### src/rtl/traffic_uart_pkg.sv
// Shared definitions for the traffic-light UART blocks: ASCII codes, TX FSM states,
// the default baud divider shared with uart_rx, and the status-to-character encoder.
package traffic_uart_pkg;

    localparam int CLKS_PER_BIT_DEFAULT = 10;

    localparam logic [7:0] CH_R  = 8'h52;
    localparam logic [7:0] CH_Y  = 8'h59;
    localparam logic [7:0] CH_G  = 8'h47;
    localparam logic [7:0] CH_X  = 8'h58;
    localparam logic [7:0] CH_CR = 8'h0D;
    localparam logic [7:0] CH_LF = 8'h0A;

    typedef enum logic [1:0] {
        ST_IDLE  = 2'd0,
        ST_START = 2'd1,
        ST_DATA  = 2'd2,
        ST_STOP  = 2'd3
    } tx_state_e;

    // Exactly one lamp lit maps to its letter; anything else is reported as illegal.
    function automatic logic [7:0] encode_status(input logic [2:0] ryg);
        logic [7:0] ch;
        case (ryg)
            3'b100:  ch = CH_R;
            3'b010:  ch = CH_Y;
            3'b001:  ch = CH_G;
            default: ch = CH_X;
        endcase
        return ch;
    endfunction

endpackage

### src/rtl/uart_tx_core.sv
// 8N1 UART transmitter core. A start request seen at the end of a stop bit chains the
// next frame with no idle gap, keeping busy high across the chained frames.
module uart_tx_core
    import traffic_uart_pkg::*;
#(
    parameter int CLKS_PER_BIT = CLKS_PER_BIT_DEFAULT,
    parameter int CNT_W        = 16
) (
    input  logic       clk,
    input  logic       rst,
    input  logic       start,
    input  logic [7:0] data_in,
    output logic       tx,
    output logic       busy,
    output logic       done
);

    tx_state_e        state_r, state_s;
    logic [CNT_W-1:0] baud_cnt_r;
    logic [2:0]       bit_cnt_r;
    logic [7:0]       shift_r;
    logic             tx_r, busy_r, done_r;
    logic             bit_end_s, load_s;

    assign bit_end_s = (baud_cnt_r == CNT_W'(CLKS_PER_BIT - 1));

    // Next-state decode and frame-load request.
    always_comb begin
        state_s = state_r;
        load_s  = 1'b0;
        case (state_r)
            ST_IDLE: begin
                if (start) begin
                    state_s = ST_START;
                    load_s  = 1'b1;
                end else begin
                    state_s = ST_IDLE;
                end
            end
            ST_START: begin
                if (bit_end_s) state_s = ST_DATA;
                else           state_s = ST_START;
            end
            ST_DATA: begin
                if (bit_end_s && (bit_cnt_r == 3'd7)) state_s = ST_STOP;
                else                                  state_s = ST_DATA;
            end
            ST_STOP: begin
                if (bit_end_s && start) begin
                    state_s = ST_START;
                    load_s  = 1'b1;
                end else if (bit_end_s) begin
                    state_s = ST_IDLE;
                end else begin
                    state_s = ST_STOP;
                end
            end
            default: state_s = ST_IDLE;
        endcase
    end

    // State register, baud/bit counters, shift register and registered line outputs.
    always_ff @(posedge clk) begin
        if (rst) begin
            state_r    <= ST_IDLE;
            baud_cnt_r <= '0;
            bit_cnt_r  <= 3'd0;
            shift_r    <= 8'h00;
            tx_r       <= 1'b1;
            busy_r     <= 1'b0;
            done_r     <= 1'b0;
        end else begin
            state_r <= state_s;
            done_r  <= (state_r == ST_STOP) && bit_end_s;
            if ((state_r == ST_IDLE) || bit_end_s) baud_cnt_r <= '0;
            else                                   baud_cnt_r <= baud_cnt_r + CNT_W'(1);
            if (load_s) begin
                shift_r <= data_in;
                tx_r    <= 1'b0;
                busy_r  <= 1'b1;
            end else begin
                case (state_r)
                    ST_START: if (bit_end_s) tx_r <= shift_r[0];
                    ST_DATA: begin
                        if (bit_end_s && (bit_cnt_r == 3'd7)) begin
                            bit_cnt_r <= 3'd0;
                            tx_r      <= 1'b1;
                        end else if (bit_end_s) begin
                            bit_cnt_r <= bit_cnt_r + 3'd1;
                            shift_r   <= {1'b0, shift_r[7:1]};
                            tx_r      <= shift_r[1];
                        end
                    end
                    ST_STOP: if (bit_end_s) busy_r <= 1'b0;
                    default: tx_r <= 1'b1;
                endcase
            end
        end
    end

    assign tx   = tx_r;
    assign busy = busy_r;
    assign done = done_r;

endmodule

### src/rtl/light_status_uart_tx.sv
// Reports each traffic-light status change as one ASCII byte over UART, with a 1-deep
// pending buffer. Define STATUS_CRLF_EN to follow every status byte with CR LF.
module light_status_uart_tx
    import traffic_uart_pkg::*;
#(
    parameter int CLKS_PER_BIT = CLKS_PER_BIT_DEFAULT,
    parameter int CNT_W        = 16
) (
    input  logic clk,
    input  logic rst,
    input  logic red_light,
    input  logic yellow_light,
    input  logic green_light,
    input  logic report_now,
    output logic tx,
    output logic tx_busy,
    output logic dropped
);

`ifdef STATUS_CRLF_EN
    localparam logic [1:0] SUFFIX_FIRST = 2'd1;
`else
    localparam logic [1:0] SUFFIX_FIRST = 2'd0;
`endif

    logic [2:0] lights_s, status_q_r;
    logic [7:0] pending_code_r, data_s;
    logic       pending_valid_r, dropped_r;
    logic [1:0] suffix_idx_r;
    logic       event_s, consume_s, start_s;
    logic       core_tx_s, core_busy_s, core_done_s;

    assign lights_s  = {red_light, yellow_light, green_light};
    assign event_s   = (lights_s != status_q_r) || report_now;
    assign consume_s = pending_valid_r && !core_busy_s;

    // While a frame is in flight only suffix characters may chain; otherwise the pending code starts.
    always_comb begin
        start_s = 1'b0;
        data_s  = pending_code_r;
        if (core_busy_s) begin
            start_s = (suffix_idx_r != 2'd0);
            data_s  = (suffix_idx_r == 2'd1) ? CH_CR : CH_LF;
        end else begin
            start_s = pending_valid_r;
            data_s  = pending_code_r;
        end
    end

    // Change detection, pending buffer, overwrite pulse and suffix sequencing.
    always_ff @(posedge clk) begin
        if (rst) begin
            status_q_r      <= 3'b000;
            pending_code_r  <= 8'h00;
            pending_valid_r <= 1'b0;
            dropped_r       <= 1'b0;
            suffix_idx_r    <= 2'd0;
        end else begin
            status_q_r <= lights_s;
            if (event_s) begin
                pending_code_r  <= encode_status(lights_s);
                pending_valid_r <= 1'b1;
                dropped_r       <= pending_valid_r && !consume_s;
            end else begin
                dropped_r <= 1'b0;
                if (consume_s) pending_valid_r <= 1'b0;
            end
            if (consume_s) begin
                suffix_idx_r <= SUFFIX_FIRST;
            end else if (core_done_s) begin
                case (suffix_idx_r)
                    2'd1:    suffix_idx_r <= 2'd2;
                    2'd2:    suffix_idx_r <= 2'd0;
                    default: suffix_idx_r <= suffix_idx_r;
                endcase
            end
        end
    end

    uart_tx_core #(
        .CLKS_PER_BIT(CLKS_PER_BIT),
        .CNT_W       (CNT_W)
    ) u_core (
        .clk    (clk),
        .rst    (rst),
        .start  (start_s),
        .data_in(data_s),
        .tx     (core_tx_s),
        .busy   (core_busy_s),
        .done   (core_done_s)
    );

    assign tx      = core_tx_s;
    assign tx_busy = core_busy_s;
    assign dropped = dropped_r;

endmodule

### config.mk
export PLATFORM = sky130hd
export DESIGN_NAME = light_status_uart_tx
export DESIGN_NICKNAME = d
export VERILOG_FILES = /design/src/rtl/traffic_uart_pkg.sv /design/src/rtl/uart_tx_core.sv /design/src/rtl/light_status_uart_tx.sv
export SDC_FILE = /design/constraint.sdc
export NUM_CORES = 1
export LEC_CHECK = 0
export ABC_AREA = 1
export BUFFER_PORTS_ARGS = -buffer_cell sky130_fd_sc_hd__buf_2
export CAP_MARGIN = 25
export CORE_ASPECT_RATIO = 1.25
export CORE_MARGIN = 2
export CORE_UTILIZATION = 54
export DETAILED_ROUTE_END_ITERATION = 7
export GPL_TIMING_DRIVEN = 0
export PLACE_DENSITY = 0.85
export SLEW_MARGIN = 20
export SYNTH_ARGS = -nofsm -noshare
export SYNTH_HDL_FRONTEND = slang
export SYNTH_SLANG_ARGS = --single-unit
### constraint.sdc
create_clock -name clk -period 1.4 [get_ports clk]
set_input_delay 0.07 -clock clk [delete_from_list [all_inputs] [get_ports clk]]
set_output_delay 0.07 -clock clk [all_outputs]
set_load 0.02 [all_outputs]
After elaboration in Yosys (flattened, before gate mapping)
Cells that the tools add are included.
{"block": "word_totals", "out_inout_bits": 3, "elab_cells": 86, "reg_bits": 47}
{"block": "op_classes", "bitwise_logic": 2, "mux": 30, "n_eq_ne": 15, "reduce_logical": 25, "addsub": 2}
{"op": "8-bit 2-to-1 mux", "count": 5}
{"op": "16-bit by 1-bit adder with 16-bit output (second input constant)", "count": 1}
{"op": "16-bit by 4-bit equality test with 1-bit output (second input constant)", "count": 1}
{"op": "5-bit case mux with 3 select lines", "count": 1}
{"op": "1-bit 2-to-1 mux", "count": 14}
{"op": "2-bit nonzero test", "count": 7}
{"op": "3-bit 2-to-1 mux", "count": 3}
{"op": "3-bit AND reduction", "count": 3}
{"op": "2-bit case mux with 4 select lines", "count": 1}
{"op": "2-bit equality test (second input constant)", "count": 3}
{"op": "3-bit equality test (second input constant)", "count": 2}
{"op": "2-bit 2-to-1 mux", "count": 3}
{"op": "2-bit OR reduction", "count": 3}
{"op": "1-bit logical AND", "count": 5}
{"op": "2-bit by 1-bit equality test with 1-bit output (second input constant)", "count": 2}
{"op": "2-bit by 1-bit inequality test with 1-bit output (second input constant)", "count": 2}
{"op": "4-bit by 1-bit inequality test with 1-bit output (second input constant)", "count": 1}
{"op": "2-bit case mux with 2 select lines", "count": 1}
{"op": "2-bit AND reduction", "count": 2}
{"op": "3-bit by 1-bit adder with 3-bit output (second input constant)", "count": 1}
{"op": "3-bit by 1-bit equality test with 1-bit output (second input constant)", "count": 1}
{"op": "3-bit by 2-bit equality test with 1-bit output (second input constant)", "count": 1}
{"op": "3-bit by 1-bit inequality test with 1-bit output (second input constant)", "count": 1}
{"op": "3-bit inequality test", "count": 1}
{"op": "other kinds (6)", "count": 9}

Longest topological paths before layout
Gate-level depths: netlist of the first run.
{"block": "depth", "depth_word": 7, "mapped_depth": 11, "ltp_nobuf": 11}

Hierarchy
From an unflattened synthesis of the first run, not the netlist that was laid out.
{"block": "hier_totals", "hier_cells": 328, "area_unflattened_um2": 2327.2}
{"mod": "uart_tx_core", "cells_each": 244, "n_inst": 1, "area_per_inst_um2": 1745.4}
{"mod": "light_status_uart_tx", "cells_each": 84, "n_inst": 1, "area_per_inst_um2": 581.8}

Worst setup path after synthesis of the first run
No wires, ideal clock.
{"block": "synth_timing", "kind": "flip-flop to flip-flop", "startpoint": "register u_core.state_r[0]", "endpoint": "register u_core.bit_cnt_r[0]", "t_required_ns": 1.285, "period_less_slack_ns": 1.500, "arrival_time_ns": 1.385, "path_stages_with_launch": 8, "path_slack_ns": -0.100, "setup_ns": 0.115, "cell_sequence": "dfxtp_1 inv_1 ha_1 nor2_2 nand2_4 buf_6 a21oi_1 nor2_1"}
{"block": "synth_via", "elab_chain_cells": 4, "elab_cells_between_ends": 6, "cone_classes": "eq/ne (2); mux (1); bitwise (1); reduce/logical (2)"}
{"item": "from (decl)", "line": "uart_tx_core.sv:18", "text": "tx_state_e state_r, state_s;"}
{"item": "from (signal assigned)", "line": "uart_tx_core.sv:73", "text": "state_r <= state_s;"}
{"item": "2-bit equality test or 2-bit logical NOT (tied branches)", "line": "uart_tx_core.sv:31", "text": "case (state_r)"}
{"item": "1-bit case mux with 2 select lines", "line": "uart_tx_core.sv:31"}
{"item": "1-bit NOT (no source line)"}
{"item": "3-bit AND reduction (no source line) (*)"}
{"item": "to (signal assigned)", "line": "uart_tx_core.sv:89", "text": "bit_cnt_r <= bit_cnt_r + 3'd1;"}
{"item": "to (decl)", "line": "uart_tx_core.sv:20", "text": "logic [2:0] bit_cnt_r;"}
Every way passes the cells marked *; elsewhere a longest branch is shown, timed or not.
A chain may end at the register's enable or synchronous reset.

Worst setup path after layout of the first run
{"block": "layout_timing", "startpoint": "register u_core.baud_cnt_r[1]", "endpoint": "register u_core.shift_r[1]"}
{"block": "layout_via", "elab_chain_cells": 6, "elab_cells_between_ends": 10, "cone_classes": "eq/ne (2); mux (3); reduce/logical (5)"}
{"item": "from (decl)", "line": "uart_tx_core.sv:19", "text": "logic [CNT_W-1:0] baud_cnt_r;"}
{"item": "from (signal assigned)", "line": "uart_tx_core.sv:76", "text": "else baud_cnt_r <= baud_cnt_r + CNT_W'(1);"}
{"item": "16-bit by 4-bit equality test with 1-bit output (*)", "line": "uart_tx_core.sv:25", "text": "assign bit_end_s = (baud_cnt_r == CNT_W'(CLKS_PER_BIT - 1));"}
{"item": "1-bit logical AND", "line": "uart_tx_core.sv:49", "text": "if (bit_end_s && start) begin"}
{"item": "1-bit 2-to-1 mux", "line": "uart_tx_core.sv:49"}
{"item": "1-bit case mux with 2 select lines", "line": "uart_tx_core.sv:31"}
{"item": "2-bit by 1-bit inequality test with 1-bit output (no source line) or 2-bit nonzero test (tied branches)"}
{"item": "3-bit AND reduction (no source line)"}
{"item": "to (signal assigned)", "line": "uart_tx_core.sv:78", "text": "shift_r <= data_in;"}
{"item": "to (signal assigned)", "line": "uart_tx_core.sv:90", "text": "shift_r <= {1'b0, shift_r[7:1]};"}
{"item": "to (decl)", "line": "uart_tx_core.sv:21", "text": "logic [7:0] shift_r;"}
Marked as above.

==> impl_metrics.csv, run 1 <==
group,metric,value,unit
die,core.rowCount,25,
timing,setup_viol,20,
clock_tree,clockBufferDepth,2,
die,start_util,0.5547,
grt,grt_pass1_wl,7969,um
die,fp.dieArea,4371,um^2
die,die-height,73.42,um
timing,period_needed,1577,ps
clock_tree,insertion_delay,300,ps
drt,drc,0,
grt,track_usage,0.2432,
drt,first_iter_violations,85,
drt,wl_per_cell,14.15,um
power_and_ir_drop,clockPowerShare,0.366,
flow_run,maxCapViolCount,0,
synth,ys.flop_type,"dfxtp_1",
place,post-dp-hpwl,2937,um
timing,drv_slew,0,
worst_setup_path,arrival,1750,ps
clock_tree,h-tree-depth,2,
final_layout,drive_gt1_frac,0.3219,
place,dpl_worst_slack,-181.6,ps
synth,synth_edf_count,0,
power_and_ir_drop,p_comb_frac,0.159,
timing,period_share,1.127,
power_and_ir_drop,p_seq_frac,0.476,
synth,synth-seq-area-share,0.4135,
power_and_ir_drop,switching_share,0.2631,
hold_path,min_path_type,"in2reg",
synth,synth.distinct_cells,35,
drt,routed_wl,5093,um
grt,antenna_found_initial,0,
power_and_ir_drop,p_per_area,1017,nW/um^2
timing,setup_slack,-177.2,ps
synth,synthSimpleGateAreaFrac,0.3221,
worst_setup_path,endpoint_kind,"register",
grt,grt_max_degree,14,
clock_tree,cts_made_buffers,5,
synth,async_flop_share,0,
place,portBuffers,8,
synth,syn_nets,297,
timing,slew_headroom,0.6166,
worst_setup_path,cp-start-kind,"register",
drt,via_per_inst,5.425,
synth,syn_area,2082,um^2
place,place_congestion,0.7938,
final_layout,synthToLayoutAreaGrowth,30.77,%
grt,grt_pass1_vias,1949,
synth,syn_inst,281,
synth,synth_compound_area_frac,0.1124,
drt,dr_total_vias,1953,
synth,muxShareOfSynthArea,0,
worst_setup_path,path_class,"reg2reg",
synth,synth_top_family_by_area,"simple AND/OR/NAND/NOR gates",
worst_setup_path,critPathRequiredTime,1570,ps
worst_setup_path,rrSetupSlack,-180,ps
final_layout,nFillCells,274,
clock_tree,ctsHoldBuffers,0,
synth,syn_area_per_cell,7.409,um^2
die,ios,9,
clock_tree,clock_sinks,43,
final_layout,antenna_cells,0,
timing,finClkSkew,9.768,ps
synth,synth-xor-area-share,0.008413,
drt,dr.pass1.iters,4,
grt,overflow,0,
synth,synth-seq-cells,43,
hold_path,holdPathStages,2,
clock_tree,tritoncts,"yes",
drt,postRouteAntennaNets,0,
timing,hold_viol,0,
timing,rsz0062_at_grt,"yes",
worst_setup_path,crit_fanout,5,
clock_tree,clkTransAtPathRegs,80,ps
clock_tree,clock-root-buffer,"clkbuf_8",
power_and_ir_drop,leakagePower,1.152,nW
run_status,status,"finished, violations left",
run_status,violations,"setup timing",
final_layout,multi_input_area,1262,um^2
timing,tightest_slew,575.1,ps
timing,max_freq,634.0,MHz
power_and_ir_drop,power_switching,0.7281,mW
worst_setup_path,worstRegToRegCells,10,
synth,ys_warn_count,0,
die,core-area,3754,um^2
power_and_ir_drop,fin_total_pwr,2.768,mW
synth,synthAdderAreaFrac,0.06010,
power_and_ir_drop,internal_power,2.040,mW
power_and_ir_drop,ir_drop,0.0007012,V
final_layout,nNetsFinal,335,
die,die_w,59.54,um
final_layout,register_area,875.8,um^2
## what timing repair did
item,CTS,global route
buffers inserted,14,7
pin swaps,21,15
setup endpoints to repair,28,31
cloned,2,0
gates resized for setup,45,21
## path summary, 6_finish.rpt
kind	from	endpoint
min reg2reg	u_core.done$_SDFF_PP0_	suffix_idx_r[1]$_SDFFE_PP0P_
max	u_core.baud_cnt_r[1]$_SDFF_PP0_	u_core.shift_r[1]$_SDFFE_PP0P_
min	rst	pending_valid_r$_SDFFE_PP0P_
max reg2reg	u_core.baud_cnt_r[1]$_SDFF_PP0_	u_core.shift_r[1]$_SDFFE_PP0P_
## through the flow
| step | hold WS, ps | TNS [ps] | utilization | cells | cell area (um^2) |
|---|---|---|---|---|---|
| floorplan | 161.6 | 0 | - | 281 | 2102 |
| global placement | 319.2 | -2595 | 0.5840 | 329 | 2192 |
| detailed placement | 331.5 | -3560 | 0.5840 | 329 | 2192 |
| CTS | 3.690 | -1499 | 0.6917 | 353 | 2596 |
| global route | 13.25 | -5306 | 0.7253 | 360 | 2723 |
| finish | 5.213 | -1433 | 0.7253 | 360 | 2723 |
## flip-flops by register name, summed over array words and instances (netlist names)
name and count:
u_core.baud_cnt_r 16, u_core.shift_r 7, pending_code_r 6, status_q_r 3, u_core.bit_cnt_r 3, u_core.state_r 2
dropped 1, pending_valid_r 1, suffix_idx_r 1, u_core.busy 1, u_core.done 1, u_core.tx 1
## layout by cell type, fill, tap and decap left out, drive strengths merged
master  instances
dfxtp          43
o31ai           1
nand4           8
o22ai           1
o21bai          1
nor2           39
bufinv          1
nand3          22
nor3           10
inv            36
a21oi          24
ha             10
clkinv          2
xor2            1
nand3b          1
a21o            1
nand2          60
or2             2
o21ai          14
o21a            1
clkbuf          7
xnor2           1
buf            34
## critical path: stages, from the launching register on
cell	delay, ps
dfxtp_4	370
inv_4	60
ha_4	140
nand2_4	50
nor2_4	170
nand3_4	120
nand2_8	110
buf_12	110
nand4_1	140
nand2_2	110
a21oi_2	50
## final cells by class
class,instances,share of cell area
inverter,37,0.05193
tap,40,0.01838
buffer,5,0.01517
multi-input combinational,197,0.4637
timing repair buffer,30,0.08594
sequential,43,0.3217
clock buffer,6,0.03033
clock inverter,2,0.01287
## power groups by stage
stage | logic [mW] | registers [mW] | clock network, mW
floorplan | 0.217 | 1.34 | 0
global placement | 0.291 | 1.34 | 0
detailed placement | 0.303 | 1.34 | 0
CTS | 0.399 | 1.31 | 1.01
global route | 0.479 | 1.32 | 1.06
finish | 0.439 | 1.32 | 1.01
## synthesized netlist by cell type, types with 2 or more instances
| cell | instances | area [um^2] |
|---|---|---|
| nand2_4 | 2 | 22.52 |
| nand4_1 | 8 | 50.05 |
| o21ai_0 | 13 | 65.06 |
| nor2_1 | 32 | 120.1 |
| nor2_4 | 3 | 33.78 |
| nor3_1 | 9 | 45.04 |
| ha_1 | 10 | 125.1 |
| inv_1 | 35 | 131.4 |
| nor2_2 | 4 | 25.02 |
| nand2_1 | 56 | 210.2 |
| a21oi_2 | 2 | 17.52 |
| nand3_1 | 20 | 100.1 |
| a21oi_1 | 22 | 110.1 |
| dfxtp_1 | 43 | 860.8 |
| buf_6 | 2 | 22.52 |
## cell families after synthesis
family / count (synthesis)
AOI/OAI and AO/OA: 43
xor gates and xnor gates: 2
adders and majority gates: 10
buffers and inverters: 42
DFF: 43
and+or+nand+nor: 141
## metal layers
metal | vias to the layer above | GRT usage | part of all wire
li1 | 982 | - | -
met1 | 926 | 0.2304 | 0.36
met2 | 28 | 0.4676 | 0.58
met3 | 17 | 0.05810 | 0.021
met4 | 0 | 0.1235 | 0.037
met5 | - | 0 | 0
No activity file was read; power rests on OpenSTA's default activity.
==> run 2: changes to the inputs <==
--- a/config.mk
+++ b/config.mk
@@ -14,6 +14,7 @@
 export DETAILED_ROUTE_END_ITERATION = 7
 export GPL_TIMING_DRIVEN = 0
 export PLACE_DENSITY = 0.85
+export REMOVE_ABC_BUFFERS = 1
 export SLEW_MARGIN = 20
 export SYNTH_ARGS = -nofsm -noshare
 export SYNTH_HDL_FRONTEND = slang
==> run 2 against run 1 <==
The flow still finishes with violations (setup timing). Final cell count shrank 1.1%. Worst setup slack gained 23 ps. Non-clock buffer count shrank 5. Combinational power shrank 2%. Maximum frequency grew 1.5%. Largest power group unchanged. Highest routed layer unchanged.
==> impl_metrics.csv, run 2 (synthesis results as in run 1) <==
group,metric,value,unit
timing,setup_viol,20,
final_layout,synthToLayoutAreaGrowth,31.55,%
final_layout,layout_common_cells,"nand2_1 (41), inv_1 (30), dfxtp_1 (28), nor2_1 (21), a21oi_1 (18)",
timing,setup_slack,-154.2,ps
worst_setup_path,rrSetupSlack,-150,ps
timing,slew_headroom,0.6420,
final_layout,nNetsFinal,331,
clock_tree,clock_sinks,43,
drt,wl_per_cell,14.34,um
timing,drv_slew,0,
clock_tree,insertion_delay,290,ps
final_layout,antenna_cells,0,
final_layout,nFillCells,262,
power_and_ir_drop,internal_power,1.891,mW
die,core-area,3754,um^2
power_and_ir_drop,clockPowerShare,0.329,
power_and_ir_drop,p_seq_frac,0.506,
worst_setup_path,worstRegToRegCells,10,
worst_setup_path,path_class,"reg2reg",
grt,grt_pass1_wl,7231,um
clock_tree,tritoncts,"yes",
worst_setup_path,crit-reg2reg-launch,"u_core.baud_cnt_r[3]$_SDFF_PP0_",
worst_setup_path,r2r-end,"u_core.shift_r[3]$_SDFFE_PP0P_",
hold_path,min_path_type,"in2reg",
die,core.rowCount,25,
final_layout,reg_top3,"u_core.baud_cnt_r: 16 flops, u_core.shift_r: 7 flops, pending_code_r: 6 flops",
worst_setup_path,crit_fanout,6,
timing,tns,-1701,ps
worst_setup_path,path_common_cell,"nand2_1",
worst_setup_path,slowest_delay,340,ps
drt,drc,0,
place,place_congestion,0.7904,
final_layout,multi_input_area,1329,um^2
place,portBuffers,8,
final_layout,drive_gt1_frac,0.3892,
die,ios,9,
drt,routed_wl,5104,um
grt,antenna_found_initial,0,
final_layout,regMostFlops,"u_core.baud_cnt_r",
drt,via_per_inst,5.573,
run_status,violations,"setup timing",
timing,rsz0062_at_grt,"yes",
timing,timing.hold.ws,48.85,ps
place,post-dp-hpwl,2648,um
drt,postRouteAntennaNets,0,
drt,first_iter_violations,98,
final_layout,register_area,892.1,um^2
timing,period_share,1.110,
clock_tree,clock-root-buffer,"clkbuf_8",
clock_tree,cts_made_buffers,5,
flow_run,maxCapViolCount,0,
worst_setup_path,endpoint_kind,"register",
die,fp.dieArea,4371,um^2
power_and_ir_drop,leakagePower,1.149,nW
timing,period_needed,1554,ps
die,die_w,59.54,um
worst_setup_path,arrival,1780,ps
clock_tree,h-tree-depth,2,
timing,hold_viol,0,
clock_tree,clkTransAtPathRegs,80,ps
power_and_ir_drop,p_per_area,949.7,nW/um^2
final_layout,final_util,0.7297,
timing,tightest_slew,533.6,ps
worst_setup_path,worstPathCellList,"inv_2, nor2_1, nand2_2, nor2_4, nand3_4, nor2_4, nand2_1, nand2_1, nand2_1, a21oi_2",
timing,finClkSkew,2.461,ps
drt,dr_total_vias,1984,
clock_tree,ctsHoldBuffers,0,
hold_path,holdPathStages,3,
hold_path,hp-start,"yellow_light",
power_and_ir_drop,power_switching,0.7101,mW
grt,grt_pass1_vias,1792,
final_layout,final_common_cell,"nand2_1",
die,die-height,73.42,um
final_layout,largest_register_ffs,16,
worst_setup_path,cp-start-kind,"register",
timing,max_freq,643.4,MHz
die,start_util,0.5547,
worst_setup_path,crit_path_top_delay_cell,"dfxtp_2",
clock_tree,clockBufferDepth,2,
power_and_ir_drop,switching_share,0.2730,
drt,dr.pass1.iters,4,
power_and_ir_drop,p_comb_frac,0.165,
worst_setup_path,critPathRequiredTime,1630,ps
grt,grt_max_degree,19,
power_and_ir_drop,ir_drop,0.0007193,V
grt,overflow,0,
hold_path,min_to,"status_q_r[1]$_SDFF_PP0_",
run_status,status,"finished, violations left",
grt,track_usage,0.2167,
-- run 2: cell count changes in the layout (fill, tap and decap cells not counted), sizes merged --
cell    change
buf         -4
bufinv      -1
clkbuf      +1
clkinv      -1
nand2       +1
-- run 2: metrics by stage --
stage	cell area, um^2	power, mW	instances	worst slack, ps
global placement	2137	1.603	324	-447.8
floorplan	2047	1.536	276	-119.6
detailed placement	2137	1.610	324	-474.4
global route	2739	2.705	356	-230.9
CTS	2479	2.535	345	-82.86
finish	2739	2.601	356	-154.2
-- run 2: worst max-delay path: cells and delay by family (launching register included) --
kind / cells / cell delay, ps
AO/OA/AOI/OAI: 1 / 120
buffers and inverters: 1 / 40
flip-flops: 1 / 340
AND/OR/NAND/NOR: 8 / 990
-- run 2: cell type report --
class,instances,share of cell area
clock buffers,8,0.03655
inverters,37,0.05254
multi-input cells,198,0.4852
flip-flops and latches,43,0.3257
well taps,40,0.01827
repair buffers,30,0.08177
-- run 2: worst max-delay path by stage --
stage	from	end	slack (ps)	cells past startpoint
2_1_floorplan	u_core.baud_cnt_r[0]$_SDFF_PP0_	u_core.baud_cnt_r[5]$_SDFF_PP0_	-120	8
3_3_place_gp	rst	u_core.baud_cnt_r[5]$_SDFF_PP0_	-450	6
3_5_place_dp	u_core.baud_cnt_r[1]$_SDFF_PP0_	u_core.baud_cnt_r[12]$_SDFF_PP0_	-470	9
4_1_cts	u_core.baud_cnt_r[0]$_SDFF_PP0_	u_core.shift_r[2]$_SDFFE_PP0P_	-80	10
5_1_grt	u_core.baud_cnt_r[0]$_SDFF_PP0_	u_core.baud_cnt_r[14]$_SDFF_PP0_	-230	9
6_report	u_core.baud_cnt_r[3]$_SDFF_PP0_	u_core.shift_r[3]$_SDFFE_PP0P_	-150	10
-- run 2: power by group through the flow --
stage          Combinational (mW)  Clock, mW  Sequential [mW]
4_1_cts                     0.347      0.873             1.32
3_5_place_dp                0.271          0             1.34
2_1_floorplan               0.192          0             1.34
3_3_place_gp                0.265          0             1.34
5_1_grt                     0.471      0.913             1.32
6_report                    0.429      0.857             1.32
-- run 2: metal layers --
metal,global-route usage,share of wire
met5,0,0
met1,0.2299,0.39
met4,0.09383,0.030
met3,0.04930,0.032
met2,0.3993,0.55
-- run 2: repair_timing --
action | in CTS | in global routing
buffers inserted | 12 | 10
pin swaps | 13 | 22
setup endpoints to repair | 29 | 33
cloned | 1 | 1
resized for setup | 43 | 55
==> run 3: changes to the inputs <==
--- a/config.mk
+++ b/config.mk
@@ -10,11 +10,13 @@
 export CAP_MARGIN = 25
 export CORE_ASPECT_RATIO = 1.25
 export CORE_MARGIN = 2
-export CORE_UTILIZATION = 54
+export CORE_UTILIZATION = 57
+export CTS_BUF_LIST = sky130_fd_sc_hd__clkbuf_4
 export DETAILED_ROUTE_END_ITERATION = 7
 export GPL_TIMING_DRIVEN = 0
-export PLACE_DENSITY = 0.85
+export PLACE_DENSITY = 0.89
 export REMOVE_ABC_BUFFERS = 1
+export SKIP_LAST_GASP = 1
 export SLEW_MARGIN = 20
 export SYNTH_ARGS = -nofsm -noshare
 export SYNTH_HDL_FRONTEND = slang
==> run 3 against run 2 <==
Global-route usage increased by 5.2 points. The flow still finishes with violations (setup timing). Critical endpoint is now u_core.shift_r[1]$_SDFFE_PP0P_. Via count increased by 2.8%. Final cell count increased by 3.4%.
==> impl_metrics.csv, run 3 (synthesis results as in run 1) <==
group,metric,value,unit
timing,slew_headroom,0.6329,
place,dpl_worst_slack,-447.2,ps
worst_setup_path,crit_fanout,6,
clock_tree,cts_made_buffers,5,
grt,grt_pass1_wl,8542,um
worst_setup_path,cp-start-kind,"register",
drt,drc,0,
power_and_ir_drop,p_per_area,991.9,nW/um^2
timing,setup_slack,-286.2,ps
worst_setup_path,slowest_delay,370,ps
worst_setup_path,crit_family,"simple AND/OR/NAND/NOR gates",
die,die_w,58.06,um
worst_setup_path,worst-path-stages,10,
grt,grt_pass1_vias,1950,
worst_setup_path,worstPathCellList,"inv_2, nor2_1, nand2_1, nor2_4, nand3_4, nor2_4, nand2_1, nand2_1, nand2_1, a21oi_2",
timing,period_share,1.204,
place,place_congestion,0.7733,
clock_tree,clock_sinks,43,
die,ios,9,
drt,via_per_inst,5.543,
worst_setup_path,path_common_cell,"nand2_1",
place,portBuffers,8,
worst_setup_path,crit_buf_inv,1,
clock_tree,clkTransAtPathRegs,130,ps
drt,first_iter_violations,127,
timing,period_needed,1686,ps
timing,finClkSkew,9.399,ps
place,post-dp-hpwl,2715,um
final_layout,final_common_cell,"nand2_1",
power_and_ir_drop,power_switching,0.7549,mW
final_layout,layout_common_cells,"nand2_1 (49), dfxtp_1 (33), inv_1 (28), buf_4 (27), nor2_1 (26)",
drt,postRouteAntennaNets,0,
place,dpl_cell_area,2136,um^2
clock_tree,clock-root-buffer,"clkbuf_4",
final_layout,nFillCells,202,
grt,antenna_found_initial,0,
clock_tree,h-tree-depth,2,
timing,drv_slew,0,
hold_path,min_path_type,"in2reg",
grt,track_usage,0.2692,
final_layout,antenna_cells,0,
worst_setup_path,endpoint_kind,"register",
power_and_ir_drop,clockPowerShare,0.359,
worst_setup_path,critPathRequiredTime,1700,ps
hold_path,holdPathStages,2,
die,core.rowCount,24,
final_layout,drive_gt1_frac,0.3465,
power_and_ir_drop,internal_power,2.047,mW
power_and_ir_drop,leakagePower,1.202,nW
timing,setup_viol,31,
final_layout,register_area,883.3,um^2
die,start_util,0.5977,
grt,grt_max_degree,19,
final_layout,synthToLayoutAreaGrowth,35.70,%
run_status,status,"finished, violations left",
timing,hold_viol,0,
final_layout,multi_input_area,1305,um^2
worst_setup_path,arrival,1990,ps
flow_run,maxCapViolCount,0,
final_layout,largest_register_ffs,16,
worst_setup_path,worstRegToRegCells,10,
timing,rsz0062_at_grt,"yes",
run_status,violations,"setup timing",
drt,routed_wl,5691,um
timing,timing.hold.ws,44.78,ps
power_and_ir_drop,ir_drop,0.0009989,V
final_layout,design_area,2825,um^2
timing,max_freq,593.0,MHz
drt,dr.pass1.iters,7,
clock_tree,insertion_delay,370,ps
power_and_ir_drop,switching_share,0.2694,
die,core-area,3483,um^2
grt,overflow,0,
drt,wl_per_cell,15.46,um
die,fp.dieArea,4155,um^2
timing,tightest_slew,547.3,ps
worst_setup_path,crit_path_top_delay_cell,"dfxtp_2",
drt,dr_total_vias,2040,
final_layout,regMostFlops,"u_core.baud_cnt_r",
worst_setup_path,path_class,"reg2reg",
power_and_ir_drop,p_comb_frac,0.171,
final_layout,reg_top3,"u_core.baud_cnt_r: 16 flops, u_core.shift_r: 7 flops, pending_code_r: 6 flops",
power_and_ir_drop,p_seq_frac,0.470,
final_layout,nNetsFinal,344,
clock_tree,clockBufferDepth,2,
die,die-height,71.57,um
clock_tree,tritoncts,"yes",
[run 3: per-layer routing]
metal	routed length [um]	vias to the layer above	global-route usage
met5	0	-	0
met4	242	0	0.1628
met3	165	24	0.04513
met2	3028	54	0.4659
met1	2256	956	0.3039
li1	-	1006	-
[run 3: final timing paths]
kind | slack [ps] | to | startpoint
hold reg to reg | 430 | suffix_idx_r[1]$_SDFFE_PP0P_ | u_core.done$_SDFF_PP0_
hold / removal | 40 | status_q_r[0]$_SDFF_PP0_ | rst
setup / recovery | -290 | u_core.shift_r[1]$_SDFFE_PP0P_ | u_core.baud_cnt_r[3]$_SDFF_PP0_
setup reg to reg | -290 | u_core.shift_r[1]$_SDFFE_PP0P_ | u_core.baud_cnt_r[3]$_SDFF_PP0_
[run 3: stage by stage]
step	power [mW]	instances	util	setup TNS (ps)
after floorplan	1.536	276	-	-790.8
after global placement	1.602	323	0.6131	-6778
after detailed placement	1.609	323	0.6131	-7554
after CTS	2.708	358	0.7626	-746.5
after global routing	2.899	368	0.8111	-6751
final	2.802	368	0.8111	-4015
[run 3: power by group through the flow]
stage / Combinational, mW / Clock [mW] / Sequential (mW)
2_1_floorplan: 0.192 / 0 / 1.34
3_3_place_gp: 0.265 / 0 / 1.34
3_5_place_dp: 0.270 / 0 / 1.34
4_1_cts: 0.401 / 0.994 / 1.31
5_1_grt: 0.517 / 1.06 / 1.32
6_report: 0.479 / 1.01 / 1.32
[run 3: layout make-up]
class                      count  share of cell area
clock buffer                   6             0.01594
clock inverter                 2             0.02126
inverter                      37             0.05137
multi-input combinational    198              0.4619
sequential                    43              0.3127
tap                           39             0.01727
timing repair buffer          43              0.1196
[run 3: repair_timing]
action,CTS,global route
gates resized for setup,58,22
hold endpoints to repair,4,0
setup buffers,22,10
pin swaps,23,14
setup endpoints to repair,29,35
hold buffers,3,0
gates cloned,2,0
